[src/rtl/presc_event_counter_pkg.sv]
// Shared constants for the prescaled event counter: direction/mode encodings and default sizes.
package presc_event_counter_pkg;

  localparam logic DIR_UP    = 1'b1;
  localparam logic DIR_DOWN  = 1'b0;
  localparam logic MODE_WRAP = 1'b0;
  localparam logic MODE_SAT  = 1'b1;

  localparam int DEFAULT_TICK_DIV = 2500;
  localparam int DEFAULT_PRESC_W  = 12;
  localparam int DEFAULT_CNT_W    = 8;

endpackage

[src/rtl/presc_tick_gen.sv]
// Prescaler: counts 0..TICK_DIV-1 while enabled and strobes tick_o in the last cycle of each period.
module presc_tick_gen #(
  parameter int TICK_DIV = 2500,
  parameter int PRESC_W  = 12
) (
  input  logic clk,
  input  logic rst_n,
  input  logic en,
  input  logic clr,
  output logic tick_o
);

  if (TICK_DIV < 2 || 64'(TICK_DIV) > (64'd1 << PRESC_W)) begin : g_bad_params
    $error("presc_tick_gen: TICK_DIV must be >= 2 and fit in PRESC_W bits");
  end

  localparam logic [PRESC_W-1:0] PRESC_LAST = PRESC_W'(TICK_DIV - 1);

  logic [PRESC_W-1:0] presc;

  // NOTE: sequential state uses non-blocking assignments so every register samples pre-edge values.
  always_ff @(posedge clk or negedge rst_n) begin
    if (!rst_n) begin
      presc <= '0;
    end else if (clr) begin
      presc <= '0;
    end else if (en) begin
      if (presc == PRESC_LAST) presc <= '0;
      else                     presc <= presc + 1'b1;
    end
  end

  // Gated by en so a paused prescaler parked on the last count never strobes.
  assign tick_o = en & (presc == PRESC_LAST);

endmodule

[src/rtl/presc_event_counter.sv]
// Prescaled up/down event counter with wrap/saturate, clear, load and compare match.
// Optional capture port enabled by defining PRESC_EVENT_COUNTER_CAPTURE_EN.
module presc_event_counter
  import presc_event_counter_pkg::*;
#(
  parameter int TICK_DIV = DEFAULT_TICK_DIV,
  parameter int PRESC_W  = DEFAULT_PRESC_W,
  parameter int CNT_W    = DEFAULT_CNT_W
) (
  input  logic             clk,
  input  logic             rst_n,
  input  logic             en,
  input  logic             clr,
  input  logic             load,
  input  logic [CNT_W-1:0] load_val,
  input  logic             dir,
  input  logic             sat,
  input  logic [CNT_W-1:0] cmp_val,
  output logic             tick_o,
  output logic [CNT_W-1:0] cnt_o,
  output logic             match_o,
  output logic             wrap_o
`ifdef PRESC_EVENT_COUNTER_CAPTURE_EN
  ,
  input  logic             cap_i,
  output logic [CNT_W-1:0] cap_o
`endif
);

  if (CNT_W < 2) begin : g_bad_cnt_w
    $error("presc_event_counter: CNT_W must be >= 2");
  end

  localparam logic [CNT_W-1:0] CNT_MAX = '1;

  logic             tick;
  logic [CNT_W-1:0] cnt_nxt;
  logic             wrap_nxt;

  presc_tick_gen #(
    .TICK_DIV (TICK_DIV),
    .PRESC_W  (PRESC_W)
  ) u_tick_gen (
    .clk    (clk),
    .rst_n  (rst_n),
    .en     (en),
    .clr    (clr),
    .tick_o (tick)
  );

  assign tick_o = tick;

  // NOTE: every output of this block gets a default first, so no path can infer a latch.
  always_comb begin
    cnt_nxt  = cnt_o;
    wrap_nxt = 1'b0;
    if (clr) begin
      cnt_nxt = '0;
    end else if (load) begin
      cnt_nxt = load_val;
    end else if (tick) begin
      case (dir)
        DIR_UP: begin
          if (cnt_o == CNT_MAX) begin
            wrap_nxt = 1'b1;
            cnt_nxt  = (sat == MODE_SAT) ? cnt_o : '0;
          end else begin
            cnt_nxt = cnt_o + 1'b1;
          end
        end
        DIR_DOWN: begin
          if (cnt_o == '0) begin
            wrap_nxt = 1'b1;
            cnt_nxt  = (sat == MODE_WRAP) ? CNT_MAX : cnt_o;
          end else begin
            cnt_nxt = cnt_o - 1'b1;
          end
        end
        default: ;
      endcase
    end
  end

  always_ff @(posedge clk or negedge rst_n) begin
    if (!rst_n) begin
      cnt_o  <= '0;
      wrap_o <= 1'b0;
    end else begin
      cnt_o  <= cnt_nxt;
      wrap_o <= wrap_nxt;
    end
  end

  assign match_o = (cnt_o == cmp_val);

`ifdef PRESC_EVENT_COUNTER_CAPTURE_EN
  // Captures the next-state value so a same-cycle step, load or clear is included; clr leaves it alone.
  always_ff @(posedge clk or negedge rst_n) begin
    if (!rst_n)     cap_o <= '0;
    else if (cap_i) cap_o <= cnt_nxt;
  end
`endif

endmodule
[config.mk]
export PLATFORM = sky130hd
export DESIGN_NAME = presc_event_counter
export DESIGN_NICKNAME = d
export VERILOG_FILES = /design/src/rtl/presc_event_counter_pkg.sv /design/src/rtl/presc_tick_gen.sv /design/src/rtl/presc_event_counter.sv
export SDC_FILE = /design/constraint.sdc
export NUM_CORES = 1
export LEC_CHECK = 0
export ABC_CLOCK_PERIOD_IN_PS = 3100
export BUFFER_PORTS_ARGS = -buffer_cell sky130_fd_sc_hd__buf_2
export CAP_MARGIN = 20
export CORE_UTILIZATION = 45
export CTS_CLUSTER_SIZE = 16
export DETAILED_ROUTE_END_ITERATION = 10
export PLACE_DENSITY = 0.67
export REMOVE_ABC_BUFFERS = 1
export SETUP_SLACK_MARGIN = 0.05
export SYNTH_ARGS = -nofsm -noshare
export SYNTH_HDL_FRONTEND = slang
export SYNTH_SLANG_ARGS = --single-unit
export TNS_END_PERCENT = 10
[constraint.sdc]
create_clock -name clk -period 3.1 [get_ports clk]
set_clock_uncertainty 0.15 [all_clocks]
set_input_delay 0.155 -clock clk [delete_from_list [all_inputs] [get_ports clk]]
set_output_delay 0.155 -clock clk [all_outputs]
set_load 0.005 [all_outputs]
Word-level counts from Yosys, hierarchy flattened:

Index checks and enable logic that the tools add are counted.

* bits of input ports: 23
* word-level logic and storage cells: 34
* bits in registers: 21
* output and inout bits: 11

* reductions and logical operators: 4
* bitwise logic cells: 2
* muxes and demuxes: 17
* $add $sub $neg: 3
* eq/ne operators: 5

Operator list (number)
* $mux 8: 7
* $mux 12: 3
* $pmux 8 s2: 1
* $add 12x1->12 const B: 1
* $eq 12x12->1 const B: 1
* $ne 5x5->1 const B: 2
* $add 8x1->8 const B: 1
* $eq 8x8->1: 1
* $eq 8x8->1 const B: 1
* $logic_not 8->1: 1
* $sub 8x1->8 const B: 1
* $mux 1: 5
* $reduce_and 3->1: 1
* $reduce_bool 3->1: 1
* $pmux 1 s2: 1
* $reduce_bool 2->1: 1
* $and 1x1->1: 1
* $not 1->1: 1

Logic depth before layout (Yosys ltp):

* depth in word-level cells: 6
* gate-level depth with buffers: 9
* mapped depth without buffers: 7

Cells and area by module:

From an unflattened synthesis, not the netlist that was laid out.

* cells, all modules: 193
* area total of the unflattened synthesis: 1692.9 um^2

Modules (own cells, without submodules)
* presc_event_counter: area an instance 1036.0 um^2, times used 1, cells each 126, sequential area each 225.2 um^2
* presc_tick_gen: area an instance 656.9 um^2, times used 1, cells each 67, sequential area each 300.3 um^2

Worst setup path after synthesis:

No wires, ideal clock.

* path kind: register -> register
* from: register cnt_o[0]
* to: register cnt_o[4]
* cell stages (with the launch flop): 8
* path buffers: 1
* clock period less this slack: 2.084 ns
* setup time: 0.125 ns
* path slack: 1.016 ns
* data arrival time: 1.810 ns
* path through: dfrtp_1 buf_2 inv_1 ha_1 nor3b_2 and3_1 nor3_4 mux2_2

* longest elaborated chain between the ends: 6
* elaborated cells on any way between the ends: 13

RTL lines
* from (decl): line presc_event_counter.sv:20 `output logic [CNT_W-1:0] cnt_o,`
* from (signal assigned): line presc_event_counter.sv:89 `cnt_o <= cnt_nxt;`
* $sub 8x1->8, or another cell as far along: line presc_event_counter.sv:76 `cnt_nxt = cnt_o - 1'b1;`
* $mux 8, on equally long branches: line presc_event_counter.sv:72, presc_event_counter.sv:64
* $pmux 8 s2: line presc_event_counter.sv:62 `case (dir)`
* $mux 8: line presc_event_counter.sv:61 `end else if (tick) begin`
* $mux 8: line presc_event_counter.sv:59 `end else if (load) begin`
* $mux 8: line presc_event_counter.sv:57 `if (clr) begin`

Parallel ways exist; a longest one is shown, timed or not. The select of a mux whose other input is x is not followed.
A chain may end at the register's enable or synchronous reset.

Final worst setup path:

Same ends and word-level chain as after synthesis.

==> flow_summary.yaml <==
outcome:
  outcome: "finished clean"
logic_synthesis:
  netlist.area_leader.share_pct: 29.6
  ys.flop_type: "dfrtp_1"
  synthTopCellsByCount: "21 x dfrtp_1, 20 x o21ai_0, 18 x nor2_1"
  synthArstFlopShare_pct: 100
  yosys-top-cells-area: "dfrtp_1 30%, o21ai_0 5.6%, xnor2_1 5.4%, a21oi_1 4.5%, nor2_1 3.8%"
  yosysWarnings: 0
  synth-seq-cells: 21
  syn_area_um2: 1780
  yosysMostFrequentCell: "dfrtp_1"
  avgSynthCellArea_um2: 8.27
  synth_top_cell_by_area: "dfrtp_1"
  netlist_instances: 215
  synth.distinct_cells: 52
  synth-edff-count: 0
  seq_area_frac_synth_pct: 29.6
worst_setup_path:
  cp.arrival_ps: 2570
  startpoint_type: "flop"
  endpoint_kind: "flop"
  required_ps: 3100
  crit_type: "reg2reg"
  ff2ff_setup_slack_ps: 530
  worst-path-max-fanout: 15
routing:
  drt_iter0_markers: 156
  wl_mm: 4.40
  drc: 0
  vias: 1682
  wire_per_inst_um: 15.5
  drtAntennaViolNets: 0
  via_per_inst: 5.92
  first_pass_iters: 4
timing:
  hold_viol_final: 0
  grt_setup_unrepaired: "false"
  max_slew_margin_pct: 56.6
  finalSetupTns_ps: 0
  fmax_mhz: 390
  slew_violations: 0
  tightest_slew_ps: 648
  finalCritPeriodShare_pct: 82.8
  finalCriticalPeriod_ps: 2570
  timing.hold.ws_ps: 20.2
  setup_viol: 0
power_and_ir_drop:
  pwr-share-clk_pct: 26.2
  combPwrFrac_pct: 27.2
  leakagePower_uw: 0.000818
  swShare_pct: 34.5
  p_int_uw: 468
  p_sw_uw: 247
  ir_drop_mv: 0.120
  powerDensity_nw_per_um2: 364
  seq_power_share_pct: 46.7
global_routing:
  antenna_found_initial: 0
  gr-total-overflow: 0
  grt_max_degree: 22
  grt_pass1_wl_mm: 7.47
  grt_pass1_vias: 1579
  track_usage_pct: 22.9
clock_tree:
  cts_tree: "built"
  htreeDepth: 1
  insertion_delay_ps: 260
  clockBufferDepth: 2
  cts_root_buffer: "clkbuf_8"
  cts_made_buffers: 3
  clk_pin_slew_ps: 80
  cts.sinks: 21
  cts_setup_buffers: 0
layout:
  nFillCells: 370
  n_antenna_cell: 0
  register_area_um2: 526
  drive_gt1_share_pct: 23.3
  num-nets-final: 264
  multiInputGateArea_um2: 1110
  syn2layout_area_growth_pct: 10.3
die:
  floorplan.initialDensity_pct: 47.8
  die_h_um: 64.9
  core_area_um2: 3720
  die-area_um2: 4210
  ios: 34
  rows: 22
  dieWidth_um: 64.9
worst_hold_path:
  hp-class: "in2reg"
placed_design:
  place_congestion: 0.947
  portBuffers: 33
  hpwl_mm: 3.19
run:
  max_cap_violations: 0
-- placed cells by master (no fill, tap or decap), types with 2 or more instances in the layout --
cell and instances:
and4_1 2, clkbuf_8 3, o41ai_1 2, a311oi_2 2
or2_2 2, xor2_1 3, ha_1 4, nor4_1 2
inv_1 11, nor3_1 5, nor3b_1 2, a21oi_1 16
dfrtp_1 21, buf_2 33, xnor2_1 11, a31o_2 3
nand4_1 8, nand2_1 17, a31oi_1 7, and3_1 3
o21ai_0 20, nand3b_1 2, nand3_1 10, nor4_4 3
nor2_1 18
-- area by class of cell --
type / instances / area share [%]
clock buffer: 3 / 2.10
inverter: 11 / 2.10
multi-input combinational: 166 / 56.6
tap: 48 / 3.06
clock inverter: 1 / 0.383
sequential: 21 / 26.8
timing repair buffer: 34 / 8.93
-- through the flow --
stage          instances  power (uW)  setup WS (ps)  utilization (%)  instance area, um^2
2_1_floorplan        198         453            822                -                 1680
3_3_place_gp         279         527            640             51.2                 1900
3_5_place_dp         279         529            601             51.2                 1900
4_1_cts              284         720            555             52.8                 1960
5_1_grt              284         763            440             52.8                 1960
6_report             284         714            533             52.8                 1960
-- worst max-delay path, stage by stage, from the launching register on --
cell and delay [ps]:
dfrtp_1 560, inv_1 140, ha_1 260, nor3b_2 190, and3_1 210, nor3_4 540, mux2_2 400
-- path summary, 6_finish.rpt --
check                                      from                   end  cells past startpoint
setup / recovery                       cnt_o[0]              cnt_o[4]                      6
max in group asynchronous                 rst_n              cnt_o[0]                      2
min in group asynchronous                 rst_n   u_tick_gen.presc[7]                      2
setup reg to reg                       cnt_o[0]              cnt_o[4]                      6
hold reg to reg            u_tick_gen.presc[11]  u_tick_gen.presc[11]                      1
hold / removal                      load_val[6]              cnt_o[6]                      3
-- layer usage --
| layer | vias to the layer above | wire length, um | GRT usage, % |
|---|---|---|---|
| li1 | 836 | - | - |
| met2 | 62 | 1910 | 33.9 |
| met5 | - | 0 | 0 |
| met4 | 0 | 29 | 7.78 |
| met1 | 782 | 2140 | 34.1 |
| met3 | 2 | 308 | 2.46 |
-- power by group through the flow --
stage          Sequential, uW  Clock (uW)  Combinational (uW)
2_1_floorplan             328           0                 125
3_3_place_gp              337           0                 190
3_5_place_dp              337           0                 191
4_1_cts                   332         193                 194
5_1_grt                   337         210                 216
6_report                  333         187                 194
-- cell families (layout without fill, tap and decap cells) --
group / count (synthesis) / in the layout / share of synthesized area (%)
AND/OR/NAND/NOR: 83 / 83 / 28.4
AO/OA/AOI/OAI: 64 / 64 / 23.7
buffers and inverters: 28 / 49 / 7.95
flip-flops: 21 / 21 / 29.6
XOR/XNOR: 14 / 14 / 6.90
adder cells (fa/ha/maj): 4 / 4 / 2.82
multiplexers: 1 / 1 / 0.633
-- timing repair --
item	in CTS	in global routing
gates resized for setup	0	0
hold endpoints to repair	21	0
hold buffers	1	0
-- registers in the layout, indices dropped and copies added (netlist names) --
name / cells
u_tick_gen.presc: 12
cnt_o: 8
wrap_o: 1
(Power assumes the default switching activity.)
